[config.mk]
export PLATFORM = sky130hd
export DESIGN_NAME = mem_port_arbiter
export DESIGN_NICKNAME = d
export VERILOG_FILES = /design/src/rtl/mem_port_arbiter.sv
export SDC_FILE = /design/constraint.sdc
export NUM_CORES = 1
export LEC_CHECK = 0
export CORE_AREA = 2 2 143 145
export DETAILED_ROUTE_END_ITERATION = 8
export DIE_AREA = 0 0 145 147
export PLACE_DENSITY = 0.76
export SETUP_SLACK_MARGIN = 0.15
export SYNTH_ARGS = -nofsm -noshare
export SYNTH_HDL_FRONTEND = slang
export SYNTH_SLANG_ARGS = --single-unit
export TNS_END_PERCENT = 1
[constraint.sdc]
create_clock -name clk -period 1.85 [get_ports clk]
set_input_delay 0.37 -clock clk [delete_from_list [all_inputs] [get_ports clk]]
set_output_delay 0.37 -clock clk [all_outputs]
set_load 0.03 [all_outputs]
[src/rtl/mem_port_arbiter.sv]
// Shares one downstream memory port between instruction read, data read and data write.
// Latency: ACK one cycle after the request, RVALID/WDONE at least 4 cycles after it.
// Backpressure: M_* held stable until M_READY; requests stay pending until their ACK.
`timescale 1ns/1ps
module mem_port_arbiter #(
    parameter int ADDR_WIDTH   = 32,
    parameter int DATA_WIDTH   = 32,
    parameter int STARVE_LIMIT = 8
) (
    input  logic                    clk,
    input  logic                    rst_n,
    input  logic                    flush,
    input  logic                    i_rden,
    input  logic [ADDR_WIDTH-1:0]   i_raddr,
    output logic                    i_ack,
    output logic                    i_rvalid,
    output logic [DATA_WIDTH-1:0]   i_rdata,
    input  logic                    d_rden,
    input  logic [ADDR_WIDTH-1:0]   d_raddr,
    output logic                    d_ack,
    output logic                    d_rvalid,
    output logic [DATA_WIDTH-1:0]   d_rdata,
    input  logic                    d_wren,
    input  logic [ADDR_WIDTH-1:0]   d_waddr,
    input  logic [DATA_WIDTH-1:0]   d_wdata,
    input  logic [DATA_WIDTH/8-1:0] d_wstrb,
    output logic                    d_wack,
    output logic                    d_wdone,
    output logic                    m_valid,
    output logic                    m_we,
    output logic [ADDR_WIDTH-1:0]   m_addr,
    output logic [DATA_WIDTH-1:0]   m_wdata,
    output logic [DATA_WIDTH/8-1:0] m_strb,
    input  logic                    m_ready,
    input  logic                    m_rvalid,
    input  logic [DATA_WIDTH-1:0]   m_rdata,
    input  logic                    m_bvalid,
    output logic                    busy
);
    localparam int CW = $clog2(STARVE_LIMIT + 1);
    localparam logic [CW-1:0] STARVE_MAX = CW'(STARVE_LIMIT);

    typedef enum logic [1:0] {IDLE, ISSUE, RESP} state_t;
    typedef enum logic [1:0] {OWN_I, OWN_DR, OWN_DW} owner_t;

    state_t                 state;
    owner_t                 owner;
    logic [CW-1:0]          starve_cnt;
    logic                   drop;
    logic                   rsp_got;
    logic [DATA_WIDTH-1:0]  rsp_buf;

    logic i_req;
    logic grant_i;
    logic grant_dw;
    logic grant_dr;
    logic inst_flush;

    // A flush in IDLE hides the fetch request so a stale address is never issued.
    always_comb begin
        i_req      = i_rden & ~flush;
        grant_i    = i_req & ((starve_cnt == STARVE_MAX) | ~(d_wren | d_rden));
        grant_dw   = d_wren & ~grant_i;
        grant_dr   = d_rden & ~d_wren & ~grant_i;
        inst_flush = flush & (owner == OWN_I);
    end

    always_ff @(posedge clk or negedge rst_n) begin
        if (!rst_n) begin
            state      <= IDLE;
            owner      <= OWN_I;
            starve_cnt <= '0;
            drop       <= 1'b0;
            rsp_got    <= 1'b0;
            rsp_buf    <= '0;
            i_ack      <= 1'b0;
            i_rvalid   <= 1'b0;
            i_rdata    <= '0;
            d_ack      <= 1'b0;
            d_rvalid   <= 1'b0;
            d_rdata    <= '0;
            d_wack     <= 1'b0;
            d_wdone    <= 1'b0;
            m_valid    <= 1'b0;
            m_we       <= 1'b0;
            m_addr     <= '0;
            m_wdata    <= '0;
            m_strb     <= '0;
            busy       <= 1'b0;
        end else begin
            i_ack    <= 1'b0;
            d_ack    <= 1'b0;
            d_wack   <= 1'b0;
            i_rvalid <= 1'b0;
            d_rvalid <= 1'b0;
            d_wdone  <= 1'b0;
            case (state)
                IDLE: begin
                    if (grant_i | grant_dw | grant_dr) begin
                        state   <= ISSUE;
                        busy    <= 1'b1;
                        m_valid <= 1'b1;
                        drop    <= 1'b0;
                        rsp_got <= 1'b0;
                        if (grant_i)
                            starve_cnt <= '0;
                        else if (i_req && starve_cnt != STARVE_MAX)
                            starve_cnt <= starve_cnt + CW'(1);
                        if (grant_dw) begin
                            owner   <= OWN_DW;
                            m_we    <= 1'b1;
                            m_addr  <= d_waddr;
                            m_wdata <= d_wdata;
                            m_strb  <= d_wstrb;
                            d_wack  <= 1'b1;
                        end else if (grant_dr) begin
                            owner   <= OWN_DR;
                            m_we    <= 1'b0;
                            m_addr  <= d_raddr;
                            m_wdata <= '0;
                            m_strb  <= '1;
                            d_ack   <= 1'b1;
                        end else begin
                            owner   <= OWN_I;
                            m_we    <= 1'b0;
                            m_addr  <= i_raddr;
                            m_wdata <= '0;
                            m_strb  <= '1;
                            i_ack   <= 1'b1;
                        end
                    end
                end
                ISSUE: begin
                    if (inst_flush)
                        drop <= 1'b1;
                    if (m_ready) begin
                        m_valid <= 1'b0;
                        state   <= RESP;
                    end
                end
                RESP: begin
                    if (!rsp_got) begin
                        if (inst_flush)
                            drop <= 1'b1;
                        if (!m_we && m_rvalid) begin
                            rsp_buf <= m_rdata;
                            rsp_got <= 1'b1;
                        end else if (m_we && m_bvalid) begin
                            rsp_got <= 1'b1;
                        end
                    end else begin
                        // Response captured last cycle: hand it to the owner and release the port.
                        state   <= IDLE;
                        busy    <= 1'b0;
                        drop    <= 1'b0;
                        rsp_got <= 1'b0;
                        case (owner)
                            OWN_I: begin
                                if (!(drop || flush)) begin
                                    i_rvalid <= 1'b1;
                                    i_rdata  <= rsp_buf;
                                end
                            end
                            OWN_DR: begin
                                d_rvalid <= 1'b1;
                                d_rdata  <= rsp_buf;
                            end
                            default: d_wdone <= 1'b1;
                        endcase
                    end
                end
                default: state <= IDLE;
            endcase
        end
    end
endmodule

==> impl_results.md, run 1 <==
- Status: finished clean
- Max_cap viols: 0
- Cell depth of the worst flop-to-flop path: 6
- Warnings from Yosys: 0
- CTS tree: yes
- Static Leak: 5.93 nW
- Clock transition at path regs: 0.07 ns
- Yosys cell types: 44
- Flop pwr share: 35.6%
- Wirelength per Cell: 16.8 um
- Critical path data arrival time: 1.99 ns
- Synth area leader: dfrtp_1
- Synth Flop Type: dfrtp_1
- Number of synthesized register bits: 182
- PD cells: 1670 mW/mm^2
- DIE HEIGHT: 147 um
- Tmin final: 1.69 ns
- Fin crit share: 91.1%
- Layout Nets: 1160
- ANT nets after route: 0
- Post-synth net total: 834
- Sink Count: 182
- Synth top area share: 60.1%
- DRC violation count after routing: 0
- Switching Share: 42.3%
- CORE AREA: 0.0198 mm^2
- Setup CP Type: flip-flop to flip-flop
- Post-Syn Area: 0.00758 mm^2
- Synth Instances: 656
- Synth-to-layout area growth: 53.9%
- Starting Density: 38.2%
- Pint: 11.2 mW
- Final setup fails: 0
- Max Clock Freq: 593 MHz
- Clock latency on the worst-skew pair: 0.43 ns
- Worst Tran Pin Value: 0.413 ns
- GR Overflow Total: 0
- Port Buffers: 313
- Layout cells sized above 1: 14.7%
- Routability Congestion: 0.784
- Clock Skews: 0.00981 ns
- Vias in the first global route: 6475
- Pre-CTS WS: -0.170 ns
- CP max FO: 25
- Synth area leaders: dfrtp_1 (60%), mux2_2 (9.5%), nand2_1 (6.9%)
- Hold Violations, Final: 0
- Largest net degree at the start of global routing: 45
- Antenna violations before repair: 1
- R2R setup slack: 0.16 ns
- P_sw: 8.25 mW
- Seq/Total Area, Yosys: 60.1%
- Fin util: 58.8%
- Post-CTS Setup Bufs: 0
- Die boundary width: 145 um
- Final Max Slew Viols: 0
- DP Cell Count: 1232
- Cell Rows: 52
- Relative slew slack: 72.5%
- I/O pins: 314
- Worst hold path type: input port to asynchronous set/reset pin
- Drt total wl: 21.2 mm
- RSZ-0062 raised after global routing: yes
- RR Endpoint: rsp_buf[5]
- Critical Path End Type: flip-flop
- Fin cells: 1265
- Post-route setup TNS: 0 ns
- CTS Buffer Depth: 2
- Async SR Flop Fraction: 100%
- Critical path required time: 2.15 ns
- N_diodes: 0
- Root buf cell: clkbuf_16
- 1st-pass router iterations: 6
- DIE AREA: 0.0213 mm^2
- Initial DRC count: 289
- Avg Synthesized Cell Area: 11.6 um^2
- Clock share of power: 18.9%
- H-tree depth: 4
- TritonCTS Buffers: 17
- Final worst slack: 0.164 ns
- Peak supply drop: 0.771 mV
- First-pass GRT wire length: 34.4 mm
- Reg2reg start: state[0]
- Combinational share of power: 45.4%
- Post-synth EDFFs: 0
- Vias: 6190
- Startpoint Class: flip-flop
- Final HPWL DP: 16.0 mm
- Vias per inst: 4.89
- Total GRT Usage: 20.5%
power by group through the flow:
stage | clock, mW | sequential, mW | combinational, mW
floorplan | 0 | 9.63 | 2.78
global placement | 0 | 7.01 | 9.73
detailed placement | 0 | 7.08 | 9.91
CTS | 3.79 | 6.96 | 8.96
global route | 3.95 | 7.19 | 9.47
finish | 3.69 | 6.94 | 8.85
how the worst max path moves through the flow:
stage,from,endpoint,cells past startpoint
3_3_place_gp,flush,m_wdata[8],6
3_5_place_dp,flush,m_wdata[18],6
2_1_floorplan,state[0],rsp_buf[10],6
5_1_grt,state[0],rsp_buf[8],6
6_report,state[0],rsp_buf[5],6
4_1_cts,state[0],rsp_buf[5],6
state kept, by name, indices dropped and copies added, names as in the netlist, 2 cells and up:
| name | flops |
|---|---|
| m_wdata | 32 |
| rsp_buf | 32 |
| state | 2 |
| m_strb | 4 |
| d_rdata | 32 |
| m_addr | 32 |
| starve_cnt | 4 |
| i_rdata | 32 |
what timing repair did:
action / CTS / global route
resized for setup: 144 / 1
setup endpoints to repair: 193 / 116
cloned: 0 / 0
hold buffers: 1 / 0
endpoints found under the hold margin: 38 / 0
Yosys cell counts, types with 4 or more instances:
| cell | instances |
|---|---|
| o22ai_1 | 32 |
| nand2_1 | 139 |
| mux2_2 | 64 |
| dfrtp_1 | 182 |
| ha_1 | 5 |
| o21ai_1 | 5 |
| o22a_1 | 5 |
| buf_2 | 18 |
| a2bb2oi_1 | 32 |
| buf_4 | 5 |
| inv_1 | 40 |
| buf_6 | 6 |
| o21ai_0 | 35 |
| a31oi_1 | 4 |
| nor2_1 | 6 |
| clkbuf_1 | 12 |
| a22o_1 | 32 |
kinds of logic after synthesis:
| group | count (synthesis) | synth area share [%] |
|---|---|---|
| DFF | 182 | 60.1 |
| and+or+nand+nor | 168 | 9.76 |
| AOI/OAI and AO/OA | 154 | 14.5 |
| buffers and inverters | 82 | 5.20 |
| muxes | 65 | 9.64 |
| adders and majority gates | 5 | 0.825 |
through the flow:
step | cell area (um^2) | power (mW) | hold slack [ns]
floorplan | 7580 | 12.4 | 0.0744
global placement | 11200 | 16.7 | 0.334
detailed placement | 11200 | 17.0 | 0.333
CTS | 11700 | 19.7 | 0.443
global route | 11700 | 20.6 | 0.445
finish | 11700 | 19.5 | 0.449
cells in the final DEF (no fill, tap or decap), types with 2 or more instances in the layout:
| master | Yosys | layout |
|---|---|---|
| a21o_1 | 3 | 3 |
| a22o_1 | 32 | 32 |
| a2bb2oi_1 | 32 | 32 |
| a31oi_1 | 4 | 4 |
| and3_1 | 2 | 2 |
| buf_12 | 0 | 11 |
| buf_4 | 5 | 24 |
| clkbuf_16 | 0 | 17 |
| clkdlybuf4s50_1 | 0 | 171 |
| clkinv_8 | 0 | 3 |
| dfrtp_1 | 182 | 182 |
| dlygate4sd2_1 | 0 | 139 |
| ha_1 | 5 | 3 |
| ha_2 | 0 | 2 |
| inv_1 | 40 | 39 |
| inv_6 | 0 | 5 |
| inv_8 | 0 | 3 |
| mux2_2 | 64 | 64 |
| nand2_1 | 139 | 139 |
| nand2b_1 | 2 | 2 |
| nand2b_4 | 2 | 2 |
| nand3_1 | 2 | 2 |
| nor2_1 | 6 | 6 |
| nor2_2 | 2 | 2 |
| o21ai_0 | 35 | 35 |
| o21ai_1 | 5 | 5 |
| o22a_1 | 5 | 5 |
| o22ai_1 | 32 | 32 |
metal layers:
layer  vias up  routed length (um)  track usage, %
li1       2926                   -               -
met1      3005                8790            24.6
met2       227               10500            35.4
met3        32                1480            6.30
met4         0                 448            6.58
met5         -                   0               0
critical path, stage by stage, from the launching register on:
cell and delay, ns:
dfrtp_1 0.40, inv_2 0.07, ha_2 0.20, nand2b_4 0.07, nor3b_4 0.24, buf_12 0.22
mux2_2 0.35
area by class of cell:
cell class                 count  area, um^2
fill                        1726        8180
multi-input combinational    392        2640
sequential                   182        4550
tap                          270         338
clock buffer                  17         425
clock inverter                15         185
inverter                      41         159
timing repair buffer         348        3360
Power figures use the tool's default switching activity.
==> inputs of run 2 (changes only) <==
--- a/constraint.sdc
+++ b/constraint.sdc
@@ -3,2 +3,2 @@
 set_output_delay 0.37 -clock clk [all_outputs]
-set_load 0.03 [all_outputs]
+set_load 0.02 [all_outputs]
==> run 2 against run 1 <==
Global-route usage is 0.28 points lower. Setup slack better by 0.0089 ns. Die area stayed put. Sequential cell count stayed put. Sequential power hardly changed. Clock skew is 0.0055 ns higher. Sequential share of layout area is 0.14 points lower. Via count is 0.60% lower. Routed wire length is 0.26% lower. Critical path depth stayed put. Combinational power is 12% lower. Largest power group unchanged.
==> impl_results.md, run 2 (synthesis results as in run 1) <==
- Status: finished clean
- Commonest non-fill, non-tap cell in the layout: dfrtp_1
- WHS: 0.471 ns
- N_diodes: 0
- Layout cells sized above 1: 14.8%
- Root buf cell: clkbuf_16
- Critical path data arrival time: 1.99 ns
- RSZ-0062 raised after global routing: yes
- Routability Congestion: 0.791
- I/O pins: 314
- Wirelength per Cell: 16.7 um
- Initial DRC count: 205
- Fin area: 0.0117 mm^2
- Vias in the first global route: 6242
- Antenna violations before repair: 0
- Clock latency on the worst-skew pair: 0.43 ns
- Fin crit share: 90.6%
- Worst Tran Pin Value: 0.503 ns
- Setup CP Type: flip-flop to flip-flop
- Total GRT Usage: 20.2%
- CP max FO: 32
- Critical Path End Type: flip-flop
- Final setup fails: 0
- ANT nets after route: 0
- Fin cells: 1264
- Hold Violations, Final: 0
- Layout Nets: 1159
- Area of the multi-input gates: 0.00266 mm^2
- Synth-to-layout area growth: 54.5%
- DIE HEIGHT: 147 um
- Largest net degree at the start of global routing: 57
- Max Clock Freq: 596 MHz
- Startpoint Class: flip-flop
- Critical path required time: 2.16 ns
- CTS tree: yes
- Relative slew slack: 66.5%
- Vias: 6153
- Sink Count: 182
- Clock Skews: 0.0153 ns
- 1st-pass router iterations: 4
- Final HPWL DP: 15.8 mm
- H-tree depth: 4
- Register area: 0.00455 mm^2
- Clock transition at path regs: 0.08 ns
- DIE AREA: 0.0213 mm^2
- DRC violation count after routing: 0
- Most frequent cells in the layout: dfrtp_1 (182), clkdlybuf4s50_1 (171), dlygate4sd2_1 (140)
- Placed Area: 0.0112 mm^2
- Tmin final: 1.68 ns
- TritonCTS Buffers: 17
- Peak supply drop: 0.766 mV
- DP Cell Count: 1228
- GR Overflow Total: 0
- First-pass GRT wire length: 33.8 mm
- Static Leak: 5.94 nW
- CTS Buffer Depth: 2
- Layout filler cell count: 1702
- Starting Density: 38.2%
- Max_cap viols: 0
- PD cells: 1580 mW/mm^2
- CORE AREA: 0.0198 mm^2
- Final Max Slew Viols: 0
- Die boundary width: 145 um
- Cell Rows: 52
- Drt total wl: 21.2 mm
- Port Buffers: 313
- Worst hold path type: flip-flop to flip-flop
- Vias per inst: 4.87
## run 2: layout make-up
type                            count  share of cell area, %
Inverter                           41                   1.38
Clock inverter                     15                   1.67
Timing Repair Buffer              347                   28.8
Tap cell                          270                   2.89
Multi-Input combinational cell    392                   22.8
Clock buffer                       17                   3.63
Sequential cell                   182                   38.9
## run 2: repair_timing
action,in CTS,in global routing
hold endpoints to repair,52,0
hold buffers,1,0
pin swaps,0,1
setup buffers,0,3
endpoints found under the setup margin,206,78
resized for setup,148,4
## run 2: worst max-delay path, cell delays in order (launching register included)
cell      delay [ns]
dfrtp_1         0.41
inv_2           0.10
ha_4            0.15
nand2b_4        0.08
nor3b_4         0.22
buf_12          0.24
mux2_2          0.36
## run 2: per-layer routing
metal / share of wire (%) / track usage, % / vias to the layer above
met5: 0 / 0 / -
met4: 1.1 / 5.00 / 0
met3: 6.9 / 6.40 / 16
met2: 51 / 35.0 / 226
met1: 41 / 24.8 / 2978
li1: - / - / 2933
## run 2: power by group
part | total (mW) | internal [mW] | leakage, nW | switching, mW
clock | 3.74 | 1.97 | 0.302 | 1.77
sequential | 6.95 | 5.82 | 2.34 | 1.13
combinational | 7.78 | 3.50 | 3.30 | 4.29
## run 2: worst paths after layout
path                                  from     endpoint  cells past startpoint  slack (ns)
worst max-delay path              state[0]   rsp_buf[4]                      6        0.17
worst min-delay path            d_rdata[6]   d_rdata[6]                      2        0.47
worst max register to register    state[0]   rsp_buf[4]                      6        0.17
worst min register to register  d_rdata[6]   d_rdata[6]                      2        0.47
max in group asynchronous            rst_n   m_wdata[3]                      3        0.76
min in group asynchronous            rst_n  d_rdata[28]                      2        0.49
## run 2: through the flow
step | total power, mW | setup TNS (ns) | utilization [%] | setup WS [ns]
finish | 18.5 | 0 | 59.0 | 0.173
global route | 19.6 | 0 | 59.0 | 0.0862
CTS | 18.6 | 0 | 58.8 | 0.157
detailed placement | 15.9 | -7.92 | 56.4 | -0.180
global placement | 15.7 | -6.18 | 56.4 | -0.146
floorplan | 11.3 | 0 | - | 0.169
